## config.mk

```make
export PLATFORM = sky130hd
export DESIGN_NAME = trenc_resync_timer
export DESIGN_NICKNAME = d
export VERILOG_FILES = /design/src/rtl/trenc_resync_timer.sv
export SDC_FILE = /design/constraint.sdc
export NUM_CORES = 1
export LEC_CHECK = 0
export ABC_AREA = 1
export CORE_ASPECT_RATIO = 2
export CORE_UTILIZATION = 30
export DETAILED_ROUTE_END_ITERATION = 8
export HOLD_SLACK_MARGIN = 0.15
export PLACE_DENSITY = 0.5
export REMOVE_ABC_BUFFERS = 1
export SYNTH_ARGS = -nofsm -noshare
export SYNTH_HDL_FRONTEND = slang
export SYNTH_SLANG_ARGS = --single-unit
```

## constraint.sdc

```tcl
create_clock -name trenc_pclk_i -period 5.29 [get_ports trenc_pclk_i]
set_clock_uncertainty 0.05 [all_clocks]
set_input_delay 1.587 -clock trenc_pclk_i [delete_from_list [all_inputs] [get_ports trenc_pclk_i]]
set_output_delay 1.587 -clock trenc_pclk_i [all_outputs]
set_load 0.05 [all_outputs]
```

## src/rtl/trenc_resync_timer.sv

```systemverilog
// trenc_resync_timer
// Turns trace enable/start and the programmed expire time into sync requests
// for the packet encoder. It issues one start-of-trace sync, then a periodic
// resync every tetime active cycles. It also runs the free-running trace
// timestamp and captures that timestamp at every sync handshake.
module trenc_resync_timer #(
  parameter int unsigned TIME_WIDTH = 32,
  parameter int unsigned TS_WIDTH   = 40
) (
  input  logic                  trenc_pclk_i,
  input  logic                  trenc_prstn_i,
  input  logic                  trenc_trctrl_enable_i,
  input  logic                  trenc_trctrl_start_i,
  input  logic                  trenc_trctrl_tscon_i,
  input  logic [TIME_WIDTH-1:0] trenc_tetime_i,
  input  logic                  trenc_sync_ack_i,
  output logic                  trenc_sync_req_o,
  output logic [1:0]            trenc_sync_reason_o,
  output logic                  trenc_stop_o,
  output logic [TS_WIDTH-1:0]   trenc_timestamp_o,
  output logic [TS_WIDTH-1:0]   trenc_sync_ts_o
);

  typedef enum logic [1:0] {
    ST_OFF = 2'b00,
    ST_REQ = 2'b01,
    ST_RUN = 2'b10
  } state_e;

  localparam logic [1:0] REASON_START  = 2'b01;
  localparam logic [1:0] REASON_EXPIRE = 2'b10;

  state_e                state_r;
  state_e                state_nxt_s;
  logic [TIME_WIDTH-1:0] cnt_r;
  logic [TIME_WIDTH-1:0] cnt_nxt_s;
  logic [1:0]            reason_r;
  logic [1:0]            reason_nxt_s;
  logic                  stop_r;
  logic                  stop_nxt_s;
  logic                  req_r;
  logic [TS_WIDTH-1:0]   ts_r;
  logic [TS_WIDTH-1:0]   sync_ts_r;
  logic [TS_WIDTH-1:0]   sync_ts_nxt_s;
  logic                  active_s;
  logic                  cnt_sat_s;
  logic                  expire_s;

  // Trace is active only while both enable and start are set (unregistered).
  assign active_s  = trenc_trctrl_enable_i & trenc_trctrl_start_i;
  assign cnt_sat_s = &cnt_r;
  // A >= compare so that shrinking tetime below the count fires at once.
  assign expire_s  = (trenc_tetime_i != {TIME_WIDTH{1'b0}}) &&
                     (cnt_r >= (trenc_tetime_i - TIME_WIDTH'(1)));

  // Next-state, counter, reason, stop and capture decisions for the sync FSM.
  always_comb begin
    state_nxt_s   = state_r;
    cnt_nxt_s     = cnt_r;
    reason_nxt_s  = reason_r;
    stop_nxt_s    = 1'b0;
    sync_ts_nxt_s = sync_ts_r;
    case (state_r)
      ST_OFF: begin
        cnt_nxt_s = {TIME_WIDTH{1'b0}};
        if (active_s) begin
          state_nxt_s  = ST_REQ;
          reason_nxt_s = REASON_START;
        end else begin
          state_nxt_s  = ST_OFF;
        end
      end
      ST_REQ: begin
        // A raised request is never withdrawn; only the ack moves us on.
        if (trenc_sync_ack_i) begin
          sync_ts_nxt_s = ts_r;
          cnt_nxt_s     = {TIME_WIDTH{1'b0}};
          if (active_s) begin
            state_nxt_s = ST_RUN;
          end else begin
            state_nxt_s = ST_OFF;
            stop_nxt_s  = 1'b1;
          end
        end else begin
          state_nxt_s = ST_REQ;
        end
      end
      ST_RUN: begin
        if (!active_s) begin
          state_nxt_s = ST_OFF;
          stop_nxt_s  = 1'b1;
          cnt_nxt_s   = {TIME_WIDTH{1'b0}};
        end else if (expire_s) begin
          state_nxt_s  = ST_REQ;
          reason_nxt_s = REASON_EXPIRE;
        end else if (!cnt_sat_s) begin
          cnt_nxt_s = cnt_r + TIME_WIDTH'(1);
        end else begin
          cnt_nxt_s = cnt_r;
        end
      end
      default: begin
        state_nxt_s = ST_OFF;
        cnt_nxt_s   = {TIME_WIDTH{1'b0}};
      end
    endcase
  end

  // FSM state, counter and registered handshake outputs.
  always_ff @(posedge trenc_pclk_i or negedge trenc_prstn_i) begin
    if (!trenc_prstn_i) begin
      state_r   <= ST_OFF;
      cnt_r     <= {TIME_WIDTH{1'b0}};
      reason_r  <= 2'b00;
      stop_r    <= 1'b0;
      req_r     <= 1'b0;
      sync_ts_r <= {TS_WIDTH{1'b0}};
    end else begin
      state_r   <= state_nxt_s;
      cnt_r     <= cnt_nxt_s;
      reason_r  <= reason_nxt_s;
      stop_r    <= stop_nxt_s;
      req_r     <= (state_nxt_s == ST_REQ);
      sync_ts_r <= sync_ts_nxt_s;
    end
  end

  // Free-running timestamp, cleared whenever timestamping is disabled.
  always_ff @(posedge trenc_pclk_i or negedge trenc_prstn_i) begin
    if (!trenc_prstn_i) begin
      ts_r <= {TS_WIDTH{1'b0}};
    end else if (trenc_trctrl_tscon_i) begin
      ts_r <= ts_r + TS_WIDTH'(1);
    end else begin
      ts_r <= {TS_WIDTH{1'b0}};
    end
  end

  assign trenc_sync_req_o    = req_r;
  assign trenc_sync_reason_o = reason_r;
  assign trenc_stop_o        = stop_r;
  assign trenc_timestamp_o   = ts_r;
  assign trenc_sync_ts_o     = sync_ts_r;

endmodule

```

After elaboration in Yosys (flattened, before gate mapping) --
Index checks and enable logic that the tools add are counted.
Cells by class: bitwise logic cells 1, equality and inequality tests 9, add/subtract/negate cells 3, order comparisons 1, reduce and logical (&&, ||, !) cells 8, mux-type cells 19
Operator list (count):
- $mux W32 | 4
- $pmux W32 S2 | 1
- $add A40 B1 Y40 const B | 1
- $mux W40 | 1
- $add A32 B1 Y32 const B | 1
- $ge A32 B32 Y1 | 1
- $reduce_and A32 Y1 | 1
- $reduce_bool A32 Y1 | 1
- $sub A32 B1 Y32 const B | 1
- $mux W2 | 7
- $ne A2 B2 Y1 const B | 4
- $ne A3 B3 Y1 const B | 2
- $pmux W2 S3 | 1
- $eq A2 B1 Y1 const B | 2
- $pmux W2 S2 | 1
- $reduce_and A4 Y1 | 1
- $mux W1 | 3
- $reduce_and A3 Y1 | 1
- $eq A2 B2 Y1 const B | 1
- $logic_not A2 Y1 | 1
- $pmux W1 S2 | 1
- $reduce_and A2 Y1 | 1
- $reduce_bool A2 Y1 | 1
- $and A1 B1 Y1 | 1
- $logic_and A1 B1 Y1 | 1
Word-level totals: bits of input ports 38, word-level logic and storage cells 48, register bits after elaboration 118, output and inout port bits 84

Logic depth before layout (Yosys ltp) --
depth after elaboration 7, depth in mapped cells 25, depth with buffers taken out 25

Worst setup path after synthesis --
No wires, ideal clock.
path type in2reg, start input trenc_tetime_i[0], end register cnt_r[19], cell stages on the path 23, arrival 4.113 ns, required time 5.121 ns, path buffers 1, slack 1.008 ns, library setup time 0.119 ns, cells stage by stage inv_1 -> ha_1 -> nand2_2 -> nor2_4 -> inv_2 -> nor3_2 -> nand3_1 -> nor3_1 -> nand3_1 -> xor2_1 -> ha_1 -> nand2_1 -> nor2_1 -> nand2_1 -> nor2_1 -> nand2_1 -> nand2_1 -> nand2_2 -> nand2_2 -> nand2_4 -> buf_6 -> nand2_2 -> o21ai_2
On the way: longest elaborated chain between the ends 5, elaborated cells between the ends (all ways) 6, those cells by class 1 x add/sub; 1 x order compare; 1 x eq/ne; 3 x reduce/logical
RTL lines:
- from (decl) | line 15 | input logic [TIME_WIDTH-1:0] trenc_tetime_i,
- $sub A32 B1 Y32 | line 54 | (cnt_r >= (trenc_tetime_i - TIME_WIDTH'(1)));
- $ge A32 B32 Y1 | line 54
- $logic_and A1 B1 Y1 * | line 53 | assign expire_s = (trenc_tetime_i != {TIME_WIDTH{1'b0}}) &&
- $ne A3 B3 Y1 (no line) *
- $reduce_and A3 Y1 (no line) *
- to (signal assigned) | line 113 | cnt_r <= {TIME_WIDTH{1'b0}};
- to (signal assigned) | line 120 | cnt_r <= cnt_nxt_s;
- to (decl) | line 35 | logic [TIME_WIDTH-1:0] cnt_r;
Every way passes the cells marked *; elsewhere a longest branch is shown, timed or not. A chain may end at the register's enable or synchronous reset.

Worst setup path in the final report --
start input trenc_tetime_i[22], end register cnt_r[2]
The elaborated chain is that of the path after synthesis.

==> metrics.csv <==
stage,metric,value,unit
clock_network,insertion_delay,0.43,ns
clock_network,cts_tree,done,
detailed_routing,drt-pass1-iter-count,4,
setup_path,path_class,in -> reg,
yosys,yosysTopAreaCellShare,37.3,%
yosys,ys_types,41,
yosys,ys.warnings.count,0,
power,p_total,2420,uW
setup_path,cp-end-kind,register,
status,status,"finished, final reports clean",
clock_network,clock_path_buffers,2,
floorplan,row_count,83,
setup_path,r2r-end,trenc_timestamp_o[32],
floorplan,io_pins,122,
power,cellLeakagePower,0.00425,uW
yosys,synth_top_area_cell,dfrtp_1,
setup_path,rrSetupSlack,2.52,ns
sta,finalCritPeriodShare,93.8,%
job,maxCapViolCount,0,
sta,tightest_slew,0.998,ns
power,p_seq_share,38.2,%
sta,maxSlewViolCount,0,
power,switching_share,26.1,%
clock_network,cts_buffers,17,
cells_and_area,syn2layout_area_growth,29.1,%
detailed_routing,route.met3.wl,798,um
power,switching_power,632,uW
global_routing,antenna_found_initial,0,
cells_and_area,layout.nets,1253,
setup_path,crit-reg2reg-launch,trenc_timestamp_o[0],
placed_design,gp_congestion,0.938,
sta,finalHoldViolations,0,
setup_path,crit_start,trenc_tetime_i[22],
min_path,hold_path_class,reg -> reg,
global_routing,grt.total_usage,22.2,%
yosys,synthFlopType,dfrtp_1,
placed_design,dp_hpwl,22700,um
cells_and_area,final_area,10200,sq um
detailed_routing,routed.top_layer,met4,
power,irDropWorstVdd,0.194,mV
placed_design,dpl_cell_area,9580,sq um
cells_and_area,seq_area,2950,sq um
sta,fmax,202,MHz
yosys,synthArstFlopShare,100,%
sta,setup_viol,0,
detailed_routing,post_drt_wl_per_cell,18.6,um
power,p_int,1790,uW
sta,finalCriticalPeriod,4.96,ns
floorplan,design.die.area,27100,sq um
setup_path,critPathMaxStageDelay,0.48,ns
detailed_routing,drc,0,
cells_and_area,drive_gt1_share,11.4,%
cells_and_area,fillerInstances,2792,
sta,rsz0062_at_grt,no,
floorplan,start_util,30.7,%
yosys,synth_edf_count,0,
clock_network,cts_sinks,118,
cells_and_area,n_antenna_cell,0,
global_routing,grt_first_pass_wirelength,43300,um
clock_network,htreeDepth,4,
detailed_routing,dr_wl_met2,16200,um
global_routing,grt_pass1_vias,7815,
detailed_routing,wl,28300,um
setup_path,crit_path_top_delay_cell,clkdlybuf4s50_1,
detailed_routing,vias,7446,
yosys,syn_avg_cell_area,7.60,sq um
global_routing,grt-ovfl-total,0,
clock_network,root_buffer,clkbuf_16,
cells_and_area,multi_input_area,4380,sq um
yosys,synthCells,1041,
power,clock_power_share,51.9,%
setup_path,crit_cells,21,
yosys,yosysSeqAreaShare,37.3,%
detailed_routing,drt_iter0_drc,181,
setup_path,critPathMaxFanout,22,
detailed_routing,avgViaCountPerCell,4.88,
detailed_routing,ant_nets,0,
setup_path,crit_family,simple AND/OR/NAND/NOR gates,
yosys,ys_ff_latch,118,
clock_network,cts_resized,0,
yosys,syn_area,7910,sq um
clock_network,hold_buffers,0,
placed_design,io_buffers,121,
power,pwr-share-comb,9.9,%
floorplan,die_h,232,um
setup_path,crit_buf_inv,3,
setup_path,cp.arrival,5.26,ns
clock_network,clk_pin_slew,0.06,ns
setup_path,reg2regPathDepth,10,
setup_path,path_cells,"clkdlybuf4s50_1, nor2_1, inv_1, nor4_1, nand3b_1, nor2_1, nand3_1, nor2_1, xnor2_1, ha_1, a21oi_1, o21a_1, nand2_1, a21oi_1, nand2_1, nand2_2, nand2_2, nand2_4, buf_12, nand2_1, o21ai_2",
floorplan,die_width,117,um
sta,relSlewSlack,33.5,%
clock_network,cts_setup_buffers,0,
setup_path,crit_path_end,cnt_r[2],
setup_path,required,5.59,ns
global_routing,grt_max_degree,71,
detailed_routing,drt-met1-wl,9020,um
floorplan,core_area,25800,sq um
power,p_per_area,237,nW/um^2
yosys,post_synth_main_area_contributors,"dfrtp_1 (37%), nand2_1 (11%), ha_1 (6.3%)",
setup_path,worst_setup_path_start_kind,primary input,
metal layers:
metal | vias up | GRT usage, %
met3 | 83 | 3.27
met5 | - | 0
met1 | 3497 | 18.9
met4 | 0 | 17.4
li1 | 3687 | -
met2 | 179 | 43.8
area by class of cell:
type,count,area share [%]
timing repair buffer,138,13.5
sequential,118,28.9
clock buffer,17,4.17
clock inverter,14,1.98
inverter,121,4.45
tap,340,4.17
multi-input combinational,779,42.9
Yosys cell counts, types with 3 or more instances:
master	count
o21ai_0	46
nor3_1	60
clkinv_1	3
a21oi_1	29
a21o_1	3
buf_6	5
nor4_1	19
nand3b_1	4
nor3_2	5
nor2_4	4
xnor2_1	12
o21ai_2	21
nand4_1	19
nand2_2	13
clkbuf_1	16
nand3_2	4
dfrtp_1	118
ha_1	40
o21ai_1	5
nor2_1	125
xor2_1	55
mux2_2	9
nand2_1	233
inv_2	18
nor2_2	5
inv_1	100
nand3_1	50
worst reg2reg max path: cells and delay by family (launching register included):
kind / cells / cell delay (ns)
simple gates: 7 / 1.43
flops: 1 / 0.58
fa+ha+maj: 1 / 0.37
xor+xnor: 1 / 0.21
buf+inv: 1 / 0.07
placed cells by master (no fill, tap or decap), types with 6 or more instances in the layout:
master	instances
nand2_1	232
nor2_1	125
clkdlybuf4s50_1	120
dfrtp_1	118
inv_1	100
nor3_1	60
xor2_1	55
nand3_1	50
o21ai_0	46
ha_1	40
a21oi_1	29
o21ai_2	21
nor4_1	19
nand4_1	19
inv_2	18
clkbuf_16	17
buf_4	15
nand2_2	14
xnor2_1	12
mux2_2	9
clkinv_4	6
power groups by stage:
stage / logic [uW] / clock network (uW) / registers [uW]
after global routing: 264 / 1320 / 925
after global placement: 243 / 0 / 940
after detailed placement: 244 / 0 / 940
after CTS: 245 / 1280 / 924
final: 240 / 1260 / 924
after floorplan: 81.4 / 0 / 974
sequential cells by signal, summed over array words and instances, names as in the netlist:
register	flops
trenc_stop_o	1
trenc_timestamp_o	40
cnt_r	32
trenc_sync_reason_o	2
trenc_sync_req_o	1
state_r	2
trenc_sync_ts_o	40
stage by stage:
| step | setup WS (ns) | hold WS (ns) | util, % | TNS [ns] | std cells |
|---|---|---|---|---|---|
| CTS | 0.337 | 0.436 | 39.7 | 0 | 1527 |
| detailed placement | -0.0983 | 0.422 | 37.2 | -1.88 | 1496 |
| global route | 0.00921 | 0.456 | 39.7 | 0 | 1527 |
| global placement | -0.106 | 0.416 | 37.2 | -2.02 | 1496 |
| finish | 0.329 | 0.431 | 39.7 | 0 | 1527 |
| floorplan | 0.669 | 0.475 | - | 0 | 1018 |
worst min-delay path by stage:
stage / from / endpoint / slack, ns / cells after the start
2_1_floorplan: cnt_r[0] / cnt_r[0] / 0.48 / 2
3_3_place_gp: trenc_sync_ts_o[4] / trenc_sync_ts_o[4] / 0.42 / 2
3_5_place_dp: trenc_sync_ts_o[3] / trenc_sync_ts_o[3] / 0.42 / 2
4_1_cts: trenc_sync_ts_o[3] / trenc_sync_ts_o[3] / 0.44 / 2
5_1_grt: trenc_sync_ts_o[34] / trenc_sync_ts_o[34] / 0.46 / 2
6_report: trenc_sync_ts_o[3] / trenc_sync_ts_o[3] / 0.43 / 2
cells by family after synthesis:
logic type	synth area share, %
flops	37.3
xor+xnor	7.42
buf+inv	7.33
compound gates	8.32
simple gates	32.0
fa+ha+maj	6.33
mux	1.28
Note: power is estimated with default switching activity, not from simulation.
